===== src/rtl/down_counter_if.sv =====
// down_counter_if: load/enable/abort controls and count/status outputs of down_counter
interface down_counter_if #(parameter int WIDTH = 6);
   logic             load;
   logic [WIDTH-1:0] load_val;
   logic             en;
   logic             abort;
   logic [WIDTH-1:0] count;
   logic             busy;
   logic             done;
   logic             tc;
   modport master (output load, load_val, en, abort, input count, busy, done, tc);
   modport slave (input load, load_val, en, abort, output count, busy, done, tc);
endinterface


===== src/rtl/down_counter.sv =====
// down_counter: loadable enable-gated down counter with one-cycle tc pulse and sticky done.
// Define DOWN_COUNTER_AUTORELOAD_EN to reload the last loaded value on terminal count instead of stopping.
module down_counter #(parameter int WIDTH = 6) (
   input logic          clk,
   input logic          rst,
   down_counter_if.slave bus
);
   typedef enum logic [1:0] {IDLE, RUN, DONE} state_t;
   state_t           state;
   logic [WIDTH-1:0] cnt;
   logic             tc;
`ifdef DOWN_COUNTER_AUTORELOAD_EN
   logic [WIDTH-1:0] reload;
`endif
   always_ff @(posedge clk) begin
      if (rst) begin
         state <= IDLE;
         cnt   <= '0;
         tc    <= 1'b0;
`ifdef DOWN_COUNTER_AUTORELOAD_EN
         reload <= '0;
`endif
      end else begin
         tc <= 1'b0;
         // abort outranks load even in IDLE, so a simultaneous load is discarded
         if (bus.abort) begin
            state <= IDLE;
            cnt   <= '0;
         end else if (bus.load) begin
            cnt   <= bus.load_val;
            state <= (bus.load_val == '0) ? DONE : RUN;
            tc    <= (bus.load_val == '0);
`ifdef DOWN_COUNTER_AUTORELOAD_EN
            reload <= bus.load_val;
`endif
         end else if (state == RUN && bus.en) begin
            if (cnt == WIDTH'(1)) begin
               tc <= 1'b1;
`ifdef DOWN_COUNTER_AUTORELOAD_EN
               cnt <= reload;
`else
               cnt   <= '0;
               state <= DONE;
`endif
            end else begin
               cnt <= cnt - WIDTH'(1);
            end
         end
      end
   end
   assign bus.count = cnt;
   assign bus.busy  = (state == RUN);
   assign bus.done  = (state == DONE);
   assign bus.tc    = tc;
endmodule


===== src/flat_wrapper.sv =====
// flat-port wrapper written by rule: the top's interface ports become plain ports
module down_counter_flat 
#(parameter int WIDTH = 6)
  (clk, rst, bus_load, bus_load_val, bus_en, bus_abort, bus_count, bus_busy, bus_done, bus_tc);
  down_counter_if #(.WIDTH(WIDTH)) bus_i ();
  input logic clk;
  input logic rst;
  input wire logic [$bits(bus_i.load)-1:0] bus_load;
  input wire logic [$bits(bus_i.load_val)-1:0] bus_load_val;
  input wire logic [$bits(bus_i.en)-1:0] bus_en;
  input wire logic [$bits(bus_i.abort)-1:0] bus_abort;
  output wire logic [$bits(bus_i.count)-1:0] bus_count;
  output wire logic [$bits(bus_i.busy)-1:0] bus_busy;
  output wire logic [$bits(bus_i.done)-1:0] bus_done;
  output wire logic [$bits(bus_i.tc)-1:0] bus_tc;
  assign bus_i.load = bus_load;
  assign bus_i.load_val = bus_load_val;
  assign bus_i.en = bus_en;
  assign bus_i.abort = bus_abort;
  assign bus_count = bus_i.count;
  assign bus_busy = bus_i.busy;
  assign bus_done = bus_i.done;
  assign bus_tc = bus_i.tc;
  down_counter #(.WIDTH(WIDTH)) u_core (.clk(clk), .rst(rst), .bus(bus_i));
endmodule

===== config.mk =====
export PLATFORM = sky130hd
export DESIGN_NAME = down_counter_flat
export DESIGN_NICKNAME = d
export VERILOG_FILES = /design/src/rtl/down_counter_if.sv /design/src/rtl/down_counter.sv /design/src/flat_wrapper.sv
export SDC_FILE = /design/constraint.sdc
export NUM_CORES = 1
export LEC_CHECK = 0
export CAP_MARGIN = 30
export CORE_AREA = 2 2 39 41
export CTS_CLUSTER_DIAMETER = 200
export DETAILED_ROUTE_END_ITERATION = 16
export DIE_AREA = 0 0 41 43
export PLACE_DENSITY = 0.75
export SLEW_MARGIN = 0
export SYNTH_ARGS = -nofsm -noshare
export SYNTH_HDL_FRONTEND = slang
export SYNTH_SLANG_ARGS = --single-unit
export TNS_END_PERCENT = 1

===== constraint.sdc =====
create_clock -name clk -period 2.8 [get_ports clk]
set_input_delay 0.42 -clock clk [delete_from_list [all_inputs] [get_ports clk]]
set_output_delay 0.42 -clock clk [all_outputs]
set_load 0.05 [all_outputs]

# Word level (Yosys, flattened, before mapping)
# Cells that the tools add are included.
[word_totals]
word_cells = 23
memories = 0
out_inout_bits = 9
mem_bits_ro = 0
latch_bits = 0
reg_bits = 9
ram_bits = 0
inputBits = 11
[op_classes]
div_mod_pow = 0
n_shift = 0
reduce_logical = 6
n_eq_ne = 3
n_mul = 0
n_bitwise = 0
addsub = 1
n_mux = 10
order_cmp = 0
[ops]
columns = ["operator", "count"]
rows = [
  ["$mux 6", 3],
  ["$mux 2", 4],
  ["$eq 6x1->1 const B", 1],
  ["$logic_not 6->1", 1],
  ["$sub 6x1->6 const B", 1],
  ["$reduce_bool 2->1", 2],
  ["$mux 1", 3],
  ["$eq 2x1->1 const B", 1],
  ["$eq 2x2->1 const B", 1],
  ["$reduce_and 2->1", 1],
  ["$reduce_or 2->1", 1],
  ["$logic_and 1x1->1", 1],
]

# Depth between registers and ports, before layout
[depth]
depth_word = 4
ltp_mapped = 6
ltp_nobuf = 6

# Worst setup path before layout
# OpenSTA, ideal clock, no wires.
[synth_path]
path_type = "register to register"
from = "register u_core.cnt[1], in the netlist u_core.bus.count[1]"
to = "register u_core.cnt[5], in the netlist u_core.bus.count[5]"
setup_ns = 0.074
arrival_ns = 1.561
setup_slack_ns = 1.165
period_less_slack_ns = 1.635
path_stages_with_launch = 6
n_path_buf = 0
t_required_ns = 2.726
path_cell_list = "dfxtp_1 -> inv_1 -> ha_1 -> a211oi_1 -> o21ai_1 -> a31oi_1"
[synth_between]
elab_chain_len = 4
word_cells_on_any_way = 5
classes_between = "1 x add/sub; 1 x eq/ne; 3 x mux"
[synth_rtl]
columns = ["element", "line_no", "rtl"]
rows = [
  ["start: declaration", "down_counter.sv:10", "logic [WIDTH-1:0] cnt;"],
  ["start signal: assignment", "down_counter.sv:30", "cnt <= bus.load_val;"],
  ["start signal: assignment", "down_counter.sv:46", "cnt <= cnt - WIDTH'(1);"],
  ["$sub 6x1->6 / $eq 6x1->1 (equally long branches)", "down_counter.sv:46, down_counter.sv:37", ""],
  ["$mux 6 *", "down_counter.sv:37", "if (cnt == WIDTH'(1)) begin"],
  ["$mux 6 *", "down_counter.sv:36", "end else if (state == RUN && bus.en) begin"],
  ["$mux 6 *", "down_counter.sv:29", "end else if (bus.load) begin"],
]
# Mark *: on every way between the ends. The rest lies on a longest branch, timed or not. The select of a mux whose other input is x is not followed.
# A chain may end at the register's enable or synchronous reset.

# Worst setup path in the final report
[layout_path]
from = "register u_core.cnt[2], in the netlist u_core.bus.count[2]"
to = "output bus_count[2]"
[layout_lines]
columns = ["element", "line_no", "rtl"]
rows = [
  ["end: declaration", "flat_wrapper.sv:12", "output wire logic [$bits(bus_i.count)-1:0] bus_count;"],
]
# No word-level cell between the ends.

==> metrics.md <==
| Metric | Value |
|---|---|
| Die area | `0.00176 mm^2` |
| Slew Limit Fails | `0` |
| Dpl hpwl | `950 um` |
| Fmax | `490 MHz` |
| R2r setup slk | `1350 ps` |
| Outcome | `completed` |
| Cell area after synthesis | `554 um^2` |
| Max cap viols | `0` |
| CP Depth | `1` |
| CP Data Arrival Time | `1620 ps` |
| Initial DRT Pass Iterations | `4` |
| CTS tree | `yes` |
| Setup-failing EPs final | `0` |
| Critical Path RT | `2380 ps` |
| CTS Buffer Depth | `2` |
| Core area | `0.00138 mm^2` |
| Post_cts resized | `0` |
| First-pass GRT wire length | `2140 um` |
| CP Capture Type | `primary output` |
| IO Count | `20` |
| Sequential area share after synthesis | `32.5%` |
| Die height | `43 um` |
| Worst R2R Path Depth | `4` |
| Wire per inst | `12.5 um` |
| CP Buf/Inv Count | `1` |
| Final cell count without fillers | `103` |
| Vias in the first global route | `523` |
| Chip width | `41 um` |
| RD Place Congestion | `0.763` |
| Synthesized net count | `80` |
| Largest net degree at the start of global routing | `20` |
| Remaining Overflow, GRT | `0` |
| Layout cells sized above 1 | `9.20%` |
| Clock root buffer | `clkbuf_4` |
| Multi-input logic area | `352 um^2` |
| Power Density | `411 mW/mm^2` |
| Antenna diode count | `0` |
| Clock sink count | `9` |
| Setup crit end | `bus_count[2]` |
| Peak VDD IR | `0.000268 V` |
| R2r endpoint | `u_core.bus.count[5]` |
| Hold/Removal Path Class | `reg -> reg` |
| Crit path setup slack, layout | `761 ps` |
| Layout fillers | `138` |
| Critical path startpoint | `u_core.bus.count[2]` |
| Yosys cell types | `29` |
| Routed Antenna Nets | `0` |
| Worst Max-Slew Pin Slew | `592 ps` |
| H-tree Lvls | `1` |
| Initial antenna violation count | `0` |
| DRC viols | `0` |
| Largest stage delay, worst path | `860 ps` |
| Worst path top cell family by delay | `buffers and inverters` |
| Total track usage | `18.4%` |
| Clock latency on the worst-skew pair | `260 ps` |
| P&R area growth vs syn | `40.6%` |
| IO Port Bufs | `19` |
| Hold Fails Final Rpt | `0` |
| Starting Density | `40.1%` |
| Crit-path cells | `clkdlybuf4s50_1` |
| DR iter-0 viols | `10` |
| Worst rel slew slack | `60.4%` |
| Std cell rows | `14` |
| TritonCTS Buffers | `3` |
| Mean Syn Cell Area | `8.27 um^2` |
| Pre-CTS WS | `876 ps` |
| Final min period | `2040 ps` |
| Setup TNS | `0 ps` |
| Post-Route WL | `1290 um` |
| RSZ-0062 raised after global routing | `no` |
| Crit-path slowest cell | `clkdlybuf4s50_1` |
| Placed Instances | `99` |
| Mapped Cells | `67` |
| DR vias/cell | `5.47` |
| Vias | `563` |
| CP Launch Type | `flip-flop` |
| CP Max Fanout | `7` |
| LEAKAGE | `0.283 nW` |
| Post-CTS setup buffers | `0` |
| Register area | `180 um^2` |
| Clock slew at reported path FFs | `70 ps` |
| Clock Skews | `4.92 ps` |
| Synth warn | `0` |
| Synth Register Bits | `9` |
| Hold Slack | `547 ps` |
| FF-to-FF Start | `u_core.state[1]` |
| WS Path Type | `reg -> out` |
| Final #Nets | `101` |
| Fin crit share | `72.8%` |
| CTS Hold Bufs | `0` |
==> worst min-delay path by stage <==
stage / slack (ps) / depth (start not counted) / start / end
6_report: 550 / 2 / u_core.state[0] / u_core.state[0]
5_1_grt: 570 / 2 / u_core.state[0] / u_core.state[0]
4_1_cts: 550 / 2 / u_core.state[0] / u_core.state[0]
3_5_place_dp: 540 / 2 / u_core.state[0] / u_core.state[0]
3_3_place_gp: 530 / 2 / u_core.state[0] / u_core.state[0]
2_1_floorplan: 490 / 2 / u_core.state[0] / u_core.state[0]
==> cell usage in the layout (no fill, tap or decap), drive strengths merged <==
master         count
mux2               1
inv                3
nor3               1
o21a               1
or2                1
a221oi             2
nor3b              1
xor2               2
clkbuf             4
o31ai              1
dfxtp              9
a222oi             1
or4                1
nand3b             5
nand3              1
a211oi             1
a211o              1
clkdlybuf4s50     19
o21ai              2
nand2              9
ha                 2
a21oi              5
nor4               2
nor2               5
and3b              1
a31oi              3
nor2b              3
==> Yosys cell counts <==
cell      instances  area, um^2
nand3_1           1        5.00
dfxtp_1           9         180
o21ai_0           1        5.00
a21oi_1           5        25.0
or4_4             1        11.3
mux2_2            1        11.3
o21ai_1           1        5.00
a211oi_1          1        7.51
a222oi_1          1        10.0
or2_2             1        6.26
inv_1             3        11.3
nand2_1           9        33.8
nor3b_1           1        7.51
buf_1             1        3.75
nor4_1            1        6.26
o31ai_1           1        7.51
a211o_1           1        8.76
xor2_1            2        17.5
nor2_1            5        18.8
o21a_1            1        7.51
a31oi_1           3        18.8
nor2b_1           3        18.8
nand3b_1          5        37.5
and3b_1           1        8.76
a221oi_1          2        17.5
nor4_4            1        21.3
nor3_2            1        10.0
clkbuf_1          2        7.51
ha_1              2        25.0
==> power breakdown <==
part | switching (mW) | internal, mW | leakage [nW] | total, mW
sequential | 0.00718 | 0.132 | 0.0734 | 0.140
combinational | 0.0394 | 0.0368 | 0.195 | 0.0762
clock | 0.0495 | 0.0551 | 0.0150 | 0.105
total | 0.0961 | 0.224 | 0.283 | 0.320
==> cell type report <==
class / count / share of cell area (%)
Clock buffer: 4 / 3.37
Inverter: 3 / 1.44
Multi-Input combinational cell: 52 / 45.1
Sequential cell: 9 / 23.1
Tap cell: 16 / 2.57
Timing Repair Buffer: 19 / 24.4
==> state kept, by name, indices dropped and copies added (netlist names) <==
register,flops
u_core.bus.tc,1
u_core.bus.count,6
u_core.state,2
==> through the flow <==
stage                     utilization [%]  power [mW]  cell area (um^2)
final                                56.3       0.320               779
after floorplan                         -       0.189               554
after CTS                            56.3       0.326               779
after detailed placement             54.4       0.219               753
after global placement               54.4       0.218               753
after global routing                 56.3       0.339               779
==> cells by family after synthesis <==
group / count (synthesis) / share of synthesized area (%)
fa+ha+maj: 2 / 4.51
mux: 1 / 2.03
xor+xnor: 2 / 3.16
flops: 9 / 32.5
buf+inv: 6 / 4.06
simple gates: 30 / 33.4
compound gates: 17 / 20.3
==> routing by layer <==
layer | part of all wire [%] | GRT usage, %
met1 | 47 | 25.2
met2 | 45 | 24.4
met3 | 5.1 | 3.14
met4 | 2.6 | 14.0
met5 | 0 | 0
==> worst register-to-register path, cell delays in order, from the launching register on <==
cell	delay, ps
dfxtp_1	330
nand3b_1	330
a211oi_1	430
o21ai_1	120
a31oi_1	160
Power figures use the tool's default switching activity.
